===== src/rtl/pixel_word_packer.sv =====
// Packs a narrow pixel stream into DATA_WIDTH-bit words for the frame buffer write port.
// Frames are bounded by sof/eof and a fixed word budget; framing faults raise a sticky flag.
module pixel_word_packer #(
  parameter int unsigned PIX_WIDTH       = 8,
  parameter int unsigned DATA_WIDTH      = 32,
  parameter int unsigned WORDS_PER_FRAME = 6,
  parameter int unsigned CNT_WIDTH       = 8
) (
  input  logic                  wr_clk,
  input  logic                  reset,
  input  logic                  sof,
  input  logic                  eof,
  input  logic                  pix_valid,
  input  logic [PIX_WIDTH-1:0]  pix_data,
  output logic [DATA_WIDTH-1:0] data_out,
  output logic                  wr_en_out_l,
  output logic                  frame_done,
  output logic                  frame_err
);

  localparam int unsigned Ppw   = DATA_WIDTH / PIX_WIDTH;
  localparam int unsigned LaneW = $clog2(Ppw + 1);

  localparam logic [1:0] StIdle  = 2'd0;
  localparam logic [1:0] StPack  = 2'd1;
  localparam logic [1:0] StFlush = 2'd2;

  logic [1:0]            state_q, state_d;
  logic [LaneW-1:0]      lane_q, lane_d;
  logic [CNT_WIDTH-1:0]  word_q, word_d;
  logic [DATA_WIDTH-1:0] buf_q, buf_d;
  logic [DATA_WIDTH-1:0] data_q, data_d;
  logic                  wr_l_q, wr_l_d;
  logic                  done_q, done_d;
  logic                  err_q, err_d;
  // Set once any frame has completed; gates overrun detection in idle.
  logic                  cmpl_q, cmpl_d;

  logic [DATA_WIDTH-1:0] packed_w;
  logic [LaneW-1:0]      lane_inc;
  logic [CNT_WIDTH-1:0]  word_inc;
  logic                  full;
  logic                  emit;

  always_comb begin
    packed_w = buf_q;
    for (int k = 0; k < Ppw; k++) begin
      if (pix_valid && (lane_q == LaneW'(k))) begin
        packed_w[k*PIX_WIDTH +: PIX_WIDTH] = pix_data;
      end
    end
    lane_inc = lane_q + LaneW'(pix_valid);
    full     = pix_valid && (lane_inc == LaneW'(Ppw));
    emit     = full || (eof && (lane_inc != '0));
    word_inc = word_q + CNT_WIDTH'(emit);
  end

  always_comb begin
    state_d = state_q;
    lane_d  = lane_q;
    word_d  = word_q;
    buf_d   = buf_q;
    data_d  = data_q;
    wr_l_d  = 1'b1;
    done_d  = 1'b0;
    err_d   = err_q;
    cmpl_d  = cmpl_q;

    case (state_q)
      StPack: begin
        if (sof && !eof) begin
          // Restart: drop the partial word, keep the error visible for the new frame.
          state_d = StPack;
          err_d   = 1'b1;
          word_d  = '0;
          buf_d   = pix_valid ? DATA_WIDTH'(pix_data) : '0;
          lane_d  = pix_valid ? LaneW'(1) : '0;
        end else begin
          buf_d  = packed_w;
          lane_d = lane_inc;
          word_d = word_inc;
          if (emit) begin
            data_d = packed_w;
            wr_l_d = 1'b0;
            buf_d  = '0;
            lane_d = '0;
          end
          if (eof || (word_inc == CNT_WIDTH'(WORDS_PER_FRAME))) begin
            done_d  = 1'b1;
            cmpl_d  = 1'b1;
            state_d = (emit && !full) ? StFlush : StIdle;
            if (word_inc < CNT_WIDTH'(WORDS_PER_FRAME)) begin
              err_d = 1'b1;
            end
            // sof coincident with eof opens the next frame straight away.
            if (sof) begin
              state_d = StPack;
              word_d  = '0;
              err_d   = 1'b0;
              cmpl_d  = 1'b0;
            end
          end
        end
      end
      default: begin
        // Idle, and the cycle in which a flushed partial word is presented.
        state_d = StIdle;
        if (sof) begin
          state_d = StPack;
          word_d  = '0;
          err_d   = 1'b0;
          cmpl_d  = 1'b0;
          buf_d   = pix_valid ? DATA_WIDTH'(pix_data) : '0;
          lane_d  = pix_valid ? LaneW'(1) : '0;
        end else if (pix_valid && cmpl_q) begin
          err_d = 1'b1;
        end
      end
    endcase
  end

  always_ff @(posedge wr_clk) begin
    if (reset) begin
      state_q <= StIdle;
      lane_q  <= '0;
      word_q  <= '0;
      buf_q   <= '0;
      data_q  <= '0;
      wr_l_q  <= 1'b1;
      done_q  <= 1'b0;
      err_q   <= 1'b0;
      cmpl_q  <= 1'b0;
    end else begin
      state_q <= state_d;
      lane_q  <= lane_d;
      word_q  <= word_d;
      buf_q   <= buf_d;
      data_q  <= data_d;
      wr_l_q  <= wr_l_d;
      done_q  <= done_d;
      err_q   <= err_d;
      cmpl_q  <= cmpl_d;
    end
  end

  assign data_out    = data_q;
  assign wr_en_out_l = wr_l_q;
  assign frame_done  = done_q;
  assign frame_err   = err_q;

endmodule


===== config.mk =====
export PLATFORM = sky130hd
export DESIGN_NAME = pixel_word_packer
export DESIGN_NICKNAME = d
export VERILOG_FILES = /design/src/rtl/pixel_word_packer.sv
export SDC_FILE = /design/constraint.sdc
export NUM_CORES = 1
export LEC_CHECK = 0
export BUFFER_PORTS_ARGS = -buffer_cell sky130_fd_sc_hd__buf_2
export CORE_MARGIN = 5
export CORE_UTILIZATION = 51
export DETAILED_ROUTE_END_ITERATION = 10
export PLACE_DENSITY = 0.79
export SETUP_SLACK_MARGIN = 0.02
export SLEW_MARGIN = 20
export SYNTH_ARGS = -nofsm -noshare
export SYNTH_HDL_FRONTEND = slang
export SYNTH_SLANG_ARGS = --single-unit

===== constraint.sdc =====
create_clock -name wr_clk -period 3.65 [get_ports wr_clk]
set_clock_uncertainty 0.15 [all_clocks]
set_input_delay 0.9125 -clock wr_clk [delete_from_list [all_inputs] [get_ports wr_clk]]
set_output_delay 0.9125 -clock wr_clk [all_outputs]
set_load 0.1 [all_outputs]

==> results of run 1 <==
-- critical path, stage by stage --
cell                        delay [ps]
sky130_fd_sc_hd__buf_2             110
sky130_fd_sc_hd__ha_1              190
sky130_fd_sc_hd__ha_1              300
sky130_fd_sc_hd__or3b_1            420
sky130_fd_sc_hd__a22oi_4           210
sky130_fd_sc_hd__ha_1              200
sky130_fd_sc_hd__ha_2              230
sky130_fd_sc_hd__and3_1            160
sky130_fd_sc_hd__o2111a_1          210
sky130_fd_sc_hd__o2111ai_1         190
sky130_fd_sc_hd__a41o_1            280
-- registers in the layout, indices dropped and copies added, names as in the netlist --
register,cells
frame_err,1
state_q,2
cmpl_q,1
word_q,8
wr_en_out_l,1
lane_q,3
frame_done,1
buf_q,32
data_out,32
-- path summary, 6_finish.rpt --
check / cells past startpoint / from / slack, ps / endpoint
worst max-delay path: 11 / pix_valid / 300 / state_q[0]
worst max register to register: 10 / lane_q[0] / 600 / state_q[0]
worst min register to register: 1 / buf_q[15] / 340 / buf_q[15]
worst min-delay path: 1 / buf_q[15] / 340 / buf_q[15]
-- layout make-up --
type	instances	area, um2
clock buffer	10	138
clock inverter	6	138
fill	576	2670
inverter	3	11.3
multi-input combinational	229	1710
sequential	81	1620
tap	80	100
timing repair buffer	59	338
-- through the flow --
| step | area [um2] | power [mW] | cells | hold slack, ps |
|---|---|---|---|---|
| finish | 4050 | 2.19 | 468 | 336 |
| global route | 4050 | 2.25 | 468 | 357 |
| CTS | 4050 | 2.19 | 468 | 335 |
| detailed placement | 3780 | 1.33 | 452 | 310 |
| global placement | 3780 | 1.32 | 452 | 305 |
| floorplan | 3490 | 1.26 | 345 | 292 |
-- power by group --
| group | internal, mW | switching [mW] |
|---|---|---|
| combinational | 0.0807 | 0.297 |
| clock | 0.546 | 0.333 |
| sequential | 0.914 | 0.0169 |
| total | 1.54 | 0.647 |
-- kinds of logic (layout without fill, tap and decap cells) --
| group | count (synthesis) | count (layout) |
|---|---|---|
| DFF | 81 | 81 |
| and+or+nand+nor | 54 | 54 |
| buffers and inverters | 35 | 78 |
| adders and majority gates | 5 | 5 |
| xor gates and xnor gates | 7 | 7 |
| muxes | 34 | 34 |
| AOI/OAI and AO/OA | 129 | 129 |
-- Yosys cell counts (6+ instances only) --
library cell               number  area, um2
sky130_fd_sc_hd__clkbuf_1      13       48.8
sky130_fd_sc_hd__a22o_1        33        289
sky130_fd_sc_hd__nor2_1         7       26.3
sky130_fd_sc_hd__nand2_1       12       45.0
sky130_fd_sc_hd__dfxtp_1       81       1620
sky130_fd_sc_hd__buf_4          6       45.0
sky130_fd_sc_hd__a211oi_1      33        248
sky130_fd_sc_hd__buf_1          8       30.0
sky130_fd_sc_hd__a21oi_1       41        205
sky130_fd_sc_hd__mux2i_1       33        330
-- routing by layer --
layer / vias up / wire length, um / track usage [%]
met5: - / 0 / 0
met4: 0 / 126 / 5.82
met3: 11 / 436 / 5.20
met2: 90 / 4330 / 34.8
met1: 1403 / 3670 / 26.2
li1: 1387 / - / -
==> metrics.log, run 1 <==
[metrics] outcome: finished, final reports clean
[metrics] maximum number of pins on one net before global-route repair: 44
[metrics] multiplexer share of the synthesized area: 9.82%
[metrics] die boundary width: 92.6 um
[metrics] clock latency on the worst-skew pair: 350 ps
[metrics] register bit count reported by yosys: 81
[metrics] quantity of gates resized following cts: 0
[metrics] Final Setup Violations: 0
[metrics] first-pass GRT wire length: 14.2 mm
[metrics] Min-Delay Path Class: flop to flop
[metrics] buffer depth of the longest clock path: 2
[metrics] power per standard cell area: 540 nW/um2
[metrics] antenna violation net count after detailed routing: 0
[metrics] largest family of logic cells by synthesized area: compound AO/OA/AOI/OAI gates
[metrics] part of the cycle the worst path needs: 91.7%
[metrics] starting density of the core: 51.8%
[metrics] total number of yosys warnings: 0
[metrics] clock transition at the register clock pins on the worst setup and hold paths after CTS: 80 ps
[metrics] sequential element share of the synthesized area: 46.6%
[metrics] Net Count, Synth: 363
[metrics] simple-gate area share of the yosys netlist: 8.53%
[metrics] drt via density: 6.18
[metrics] post-detailed-route DRC marker count: 0
[metrics] number of clock sinks: 81
[metrics] proportion of synthesized flip-flops having asynchronous set or reset: 0%
[metrics] final count of hold timing violations: 0
[metrics] total routing resource utilization after global routing: 20.7%
[metrics] port buffer count: 47
[metrics] number of clock buffers inserted by TritonCTS: 9
[metrics] Crit path arrival time: 3440 ps
[metrics] drt wl/cell: 18.3 um
[metrics] commonest cells after routing, fill and taps aside: sky130_fd_sc_hd__dfxtp_1, sky130_fd_sc_hd__buf_2, sky130_fd_sc_hd__a21oi_1
[metrics] final HPWL from detailed placement: 5.62 mm
[metrics] Post-Route Setup TNS: 0 ps
[metrics] Rel. slew slack: 28.9%
[metrics] worst setup slack after placement: -57.9 ps
[metrics] vias in the first global route: 2816
[metrics] synthesized area divided by synthesized cell count: 10.1 um2
[metrics] slack of the critical path: 303 ps
[metrics] Tmin final: 3350 ps
[metrics] Setup Crit Path Kind: input port to flop
[metrics] predominant post-synthesis flop cell: sky130_fd_sc_hd__dfxtp_1
[metrics] fraction of the mapped netlist area in compound gates: 26.8%
[metrics] Final GP Congestion: 0.841
[metrics] H-Tree Level Count: 3
[metrics] TritonRoute pass-1 iters: 4
[metrics] initial antenna violation count: 0
[metrics] initial detailed-routing violation count: 226
[metrics] Startpoint Class: input port
[metrics] Std-Cell Core Area: 6720 um2
[metrics] fraction of layout instances using a drive strength above 1: 21.4%
[metrics] via count of the routed design: 2891
[metrics] RSZ-0062 raised after global routing: no
[metrics] # hold bufs at CTS: 0
[metrics] required time of the critical path: 3750 ps
[metrics] mapped cell area: 3480 um2
[metrics] final net count: 401
[metrics] Setup Buffers After CTS: 0
[metrics] area added between synthesis and finish: 16.6%
[metrics] slew at the pin closest to its max-slew limit: 1060 ps
[metrics] maximum fanout along the worst path: 5
[metrics] area share of xor/xnor cells in the synthesized design: 1.76%
[metrics] Adder-Cell Fraction of Synth Area: 1.80%
[metrics] total congestion overflow after global routing: 0
[metrics] category of the worst setup path capture point: flop
[metrics] overall die area: 8570 um2
[metrics] Detailed Route WL: 8.57 mm
[metrics] most frequent standard cell in the layout excluding fill and tap cells: sky130_fd_sc_hd__dfxtp_1
[metrics] final core utilization: 60.3%
[metrics] antenna fix cells: 0
[metrics] count of different cell masters after synthesis: 45
[metrics] buffer type at the clock tree root: sky130_fd_sc_hd__clkbuf_8
[metrics] timing-limited maximum frequency: 0.299 GHz
[metrics] floorplan row count: 30
[metrics] top-level port count: 48
[metrics] number of instances in the synthesized netlist: 345
[metrics] Slew Limit Fails: 0
[metrics] Leakage: 1.55 nW
[metrics] Max VDD drop: 0.000299 V
[metrics] clock tree from TritonCTS: done
[metrics] EDFF count, synth: 0
[metrics] max-cap violation count: 0
[metrics] Die Height: 92.6 um
Power figures use the tool's default switching activity.
==> inputs of run 2 (changes only) <==
--- a/config.mk
+++ b/config.mk
@@ -8,8 +8,9 @@
 export BUFFER_PORTS_ARGS = -buffer_cell sky130_fd_sc_hd__buf_2
 export CORE_MARGIN = 5
 export CORE_UTILIZATION = 51
+export CTS_BUF_LIST = sky130_fd_sc_hd__clkbuf_16
 export DETAILED_ROUTE_END_ITERATION = 10
-export PLACE_DENSITY = 0.79
+export PLACE_DENSITY = 0.87
 export SETUP_SLACK_MARGIN = 0.02
 export SLEW_MARGIN = 20
 export SYNTH_ARGS = -nofsm -noshare
==> run 2 against run 1 <==
Net effect:
- critical endpoint unchanged
- critical path type unchanged
- worst setup slack got worse by 14 ps
- worst hold slack got worse by 7.7 ps
- routed wire length fell by 0.61%
- global-route usage fell by 0.093 points
- critical path depth fell by 1
- largest power group is now the clock network
==> metrics.log, run 2 (same netlist as run 1, synthesis figures left out) <==
[metrics] Detailed Route WL: 8.52 mm (was 8.57 mm)
[metrics] part of the cycle the worst path needs: 92.1% (was 91.7%)
[metrics] final HPWL from detailed placement: 5.74 mm (was 5.62 mm)
[metrics] Setup Crit Path Kind: input port to flop (unchanged)
[metrics] register share of total power: 40.8% (was 42.6%)
[metrics] power per standard cell area: 555 nW/um2 (was 540 nW/um2)
[metrics] endpoint of the worst hold path: buf_q[26] (was buf_q[15])
[metrics] Post-Route Setup TNS: 0 ps (unchanged)
[metrics] maximum number of pins on one net before global-route repair: 44 (unchanged)
[metrics] logic depth of the worst register-to-register path: 9 (was 10)
[metrics] Max VDD drop: 0.000361 V (was 0.000299 V)
[metrics] top-level port count: 48 (unchanged)
[metrics] Setup Buffers After CTS: 0 (unchanged)
[metrics] startpoint of the lowest-slack register-to-register path: lane_q[0] (unchanged)
[metrics] clock transition at the register clock pins on the worst setup and hold paths after CTS: 60 ps (was 80 ps)
[metrics] max-cap violation count: 0 (unchanged)
[metrics] total congestion overflow after global routing: 0 (unchanged)
[metrics] switching power total: 0.685 mW (was 0.647 mW)
[metrics] fraction of layout instances using a drive strength above 1: 21.8% (was 21.4%)
[metrics] category of the worst setup path capture point: flop (unchanged)
[metrics] Final Setup Violations: 0 (unchanged)
[metrics] cell class contributing the biggest share of worst-path delay: compound AO/OA/AOI/OAI gates (was adder cells)
[metrics] drt via density: 6.16 (was 6.18)
[metrics] setup slack of the worst register-to-register path: 590 ps (was 600 ps)
[metrics] number of clock buffers inserted by TritonCTS: 9 (unchanged)
[metrics] die boundary width: 92.6 um (unchanged)
[metrics] outcome: finished, final reports clean (unchanged)
[metrics] Leakage: 1.58 nW (was 1.55 nW)
[metrics] combinational share of power: 16.5% (was 17.3%)
[metrics] Most Frequent Cell on Critical Path: sky130_fd_sc_hd__ha_1 (unchanged)
[metrics] Crit path arrival time: 3440 ps (about the same)
[metrics] Slew Limit Fails: 0 (unchanged)
[metrics] Rel. slew slack: 32.6% (was 28.9%)
[metrics] launch point of the worst hold path: buf_q[26] (was buf_q[15])
[metrics] drt wl/cell: 18.1 um (was 18.3 um)
[metrics] number of clock sinks: 81 (unchanged)
[metrics] final net count: 403 (was 401)
[metrics] RSZ-0062 raised after global routing: no (unchanged)
[metrics] TritonRoute pass-1 iters: 4 (unchanged)
[metrics] first-pass GRT wire length: 14.0 mm (was 14.2 mm)
[metrics] port buffer count: 47 (unchanged)
[metrics] Tmin final: 3360 ps (was 3350 ps)
[metrics] required time of the critical path: 3730 ps (was 3750 ps)
[metrics] P_int: 1.60 mW (was 1.54 mW)
[metrics] clock latency on the worst-skew pair: 330 ps (was 350 ps)
[metrics] vias in the first global route: 2813 (was 2816)
[metrics] initial antenna violation count: 0 (unchanged)
[metrics] total routing resource utilization after global routing: 20.6% (was 20.7%)
[metrics] switching share of power: 30.0% (was 29.6%)
[metrics] final worst hold slack: 328 ps (was 336 ps)
[metrics] worst setup slack after placement: -64.9 ps (was -57.9 ps)
[metrics] most frequent standard cell in the layout excluding fill and tap cells: sky130_fd_sc_hd__dfxtp_1 (unchanged)
[metrics] Die Height: 92.6 um (unchanged)
[metrics] slack of the critical path: 289 ps (was 303 ps)
[metrics] area added between synthesis and finish: 18.5% (was 16.6%)
[metrics] timing-limited maximum frequency: 0.298 GHz (was 0.299 GHz)
[metrics] overall die area: 8570 um2 (unchanged)
[metrics] # hold bufs at CTS: 0 (unchanged)
[metrics] clock tree from TritonCTS: done (unchanged)
[metrics] starting density of the core: 51.8% (unchanged)
[metrics] commonest cells after routing, fill and taps aside: sky130_fd_sc_hd__dfxtp_1, sky130_fd_sc_hd__buf_2, sky130_fd_sc_hd__a21oi_1 (unchanged)
[metrics] Std-Cell Core Area: 6720 um2 (unchanged)
[metrics] worst hold stages: 1 (unchanged)
[metrics] via count of the routed design: 2895 (was 2891)
[metrics] H-Tree Level Count: 3 (unchanged)
[metrics] antenna violation net count after detailed routing: 0 (unchanged)
[metrics] quantity of gates resized following cts: 0 (unchanged)
[metrics] CP bufs+invs: 1 (unchanged)
[metrics] cell with the largest stage delay on the worst path: sky130_fd_sc_hd__a2111oi_0 (was sky130_fd_sc_hd__or3b_1)
[metrics] proportion of power drawn by the clock network: 42.7% (was 40.2%)
[metrics] Startpoint Class: input port (unchanged)
[metrics] buffer type at the clock tree root: sky130_fd_sc_hd__clkbuf_16 (was sky130_fd_sc_hd__clkbuf_8)
[metrics] initial detailed-routing violation count: 190 (was 226)
[metrics] Final GP Congestion: 0.929 (was 0.841)
[metrics] antenna fix cells: 0 (unchanged)
[metrics] cell breakdown of the critical path: buf_2 -> ha_1 -> ha_1 -> nor2_1 -> a22oi_4 -> ha_1 -> and4_1 -> a2111oi_0 -> o2111ai_1 -> a41o_1 (was buf_2 -> ha_1 -> ha_1 -> or3b_1 -> a22oi_4 -> ha_1 -> ha_2 -> and3_1 -> o2111a_1 -> o2111ai_1 -> a41o_1)
[metrics] buffer depth of the longest clock path: 2 (unchanged)
[metrics] slew at the pin closest to its max-slew limit: 1000 ps (was 1060 ps)
[metrics] maximum fanout along the worst path: 4 (was 5)
[metrics] total power draw: 2.29 mW (was 2.19 mW)
[metrics] floorplan row count: 30 (unchanged)
[metrics] delay contributed by the slowest stage of the critical path: 600 ps (was 420 ps)
[metrics] Min-Delay Path Class: flop to flop (unchanged)
[metrics] post-detailed-route DRC marker count: 0 (unchanged)
[metrics] reg-to-reg endpoint: state_q[0] (unchanged)
[metrics] final count of hold timing violations: 0 (unchanged)
-- run 2: cell count changes in the layout (fill, tap and decap cells not counted) --
cell                         change
sky130_fd_sc_hd__buf_4           +2
sky130_fd_sc_hd__bufinv_16       -2
sky130_fd_sc_hd__clkbuf_16       +9
sky130_fd_sc_hd__clkbuf_8       -10
sky130_fd_sc_hd__clkinv_4        +2
sky130_fd_sc_hd__clkinvlp_4      +1
-- run 2: worst reg2reg max path: cells and delay by family, from the launching register on --
kind / cells / cell delay, ps
AO/OA/AOI/OAI: 4 / 1220
adder cells (fa/ha/maj): 3 / 660
AND/OR/NAND/NOR: 2 / 480
flip-flops: 1 / 440
-- run 2: cell type report --
type | instances | area [um2]
clock buffer | 9 | 225
timing repair buffer | 61 | 353
clock inverter | 7 | 103
inverter | 3 | 11.3
multi-input combinational | 229 | 1710
sequential | 81 | 1620
fill | 571 | 2600
tap | 80 | 100
-- run 2: power by group through the flow --
stage,Clock [mW],Sequential [mW],Combinational [mW]
floorplan,0,1.11,0.144
global placement,0,0.950,0.369
detailed placement,0,0.952,0.376
CTS,0.989,0.932,0.378
global route,1.03,0.935,0.397
finish,0.976,0.932,0.378
-- run 2: worst max-delay path by stage --
stage / start / end / slack [ps] / cells past startpoint
2_1_floorplan: pix_valid / state_q[0] / 40 / 11
3_3_place_gp: pix_valid / state_q[0] / 50 / 11
3_5_place_dp: pix_valid / state_q[0] / -60 / 10
4_1_cts: pix_valid / state_q[0] / 290 / 10
5_1_grt: pix_valid / state_q[0] / 20 / 10
6_report: pix_valid / state_q[0] / 290 / 10
-- run 2: layer usage --
metal	track usage, %	up-vias	share of wire, %
met5	0	-	0
met4	9.28	0	1.6
met3	3.74	10	5.6
met2	34.9	89	51
met1	25.3	1404	42
li1	-	1392	-
-- run 2: metrics by stage --
step           area, um2  cells  utilization (%)
2_1_floorplan       3490    345                -
3_3_place_gp        3790    454             56.5
6_report            4120    470             61.3
5_1_grt             4120    470             61.3
3_5_place_dp        3790    454             56.5
4_1_cts             4120    470             61.3
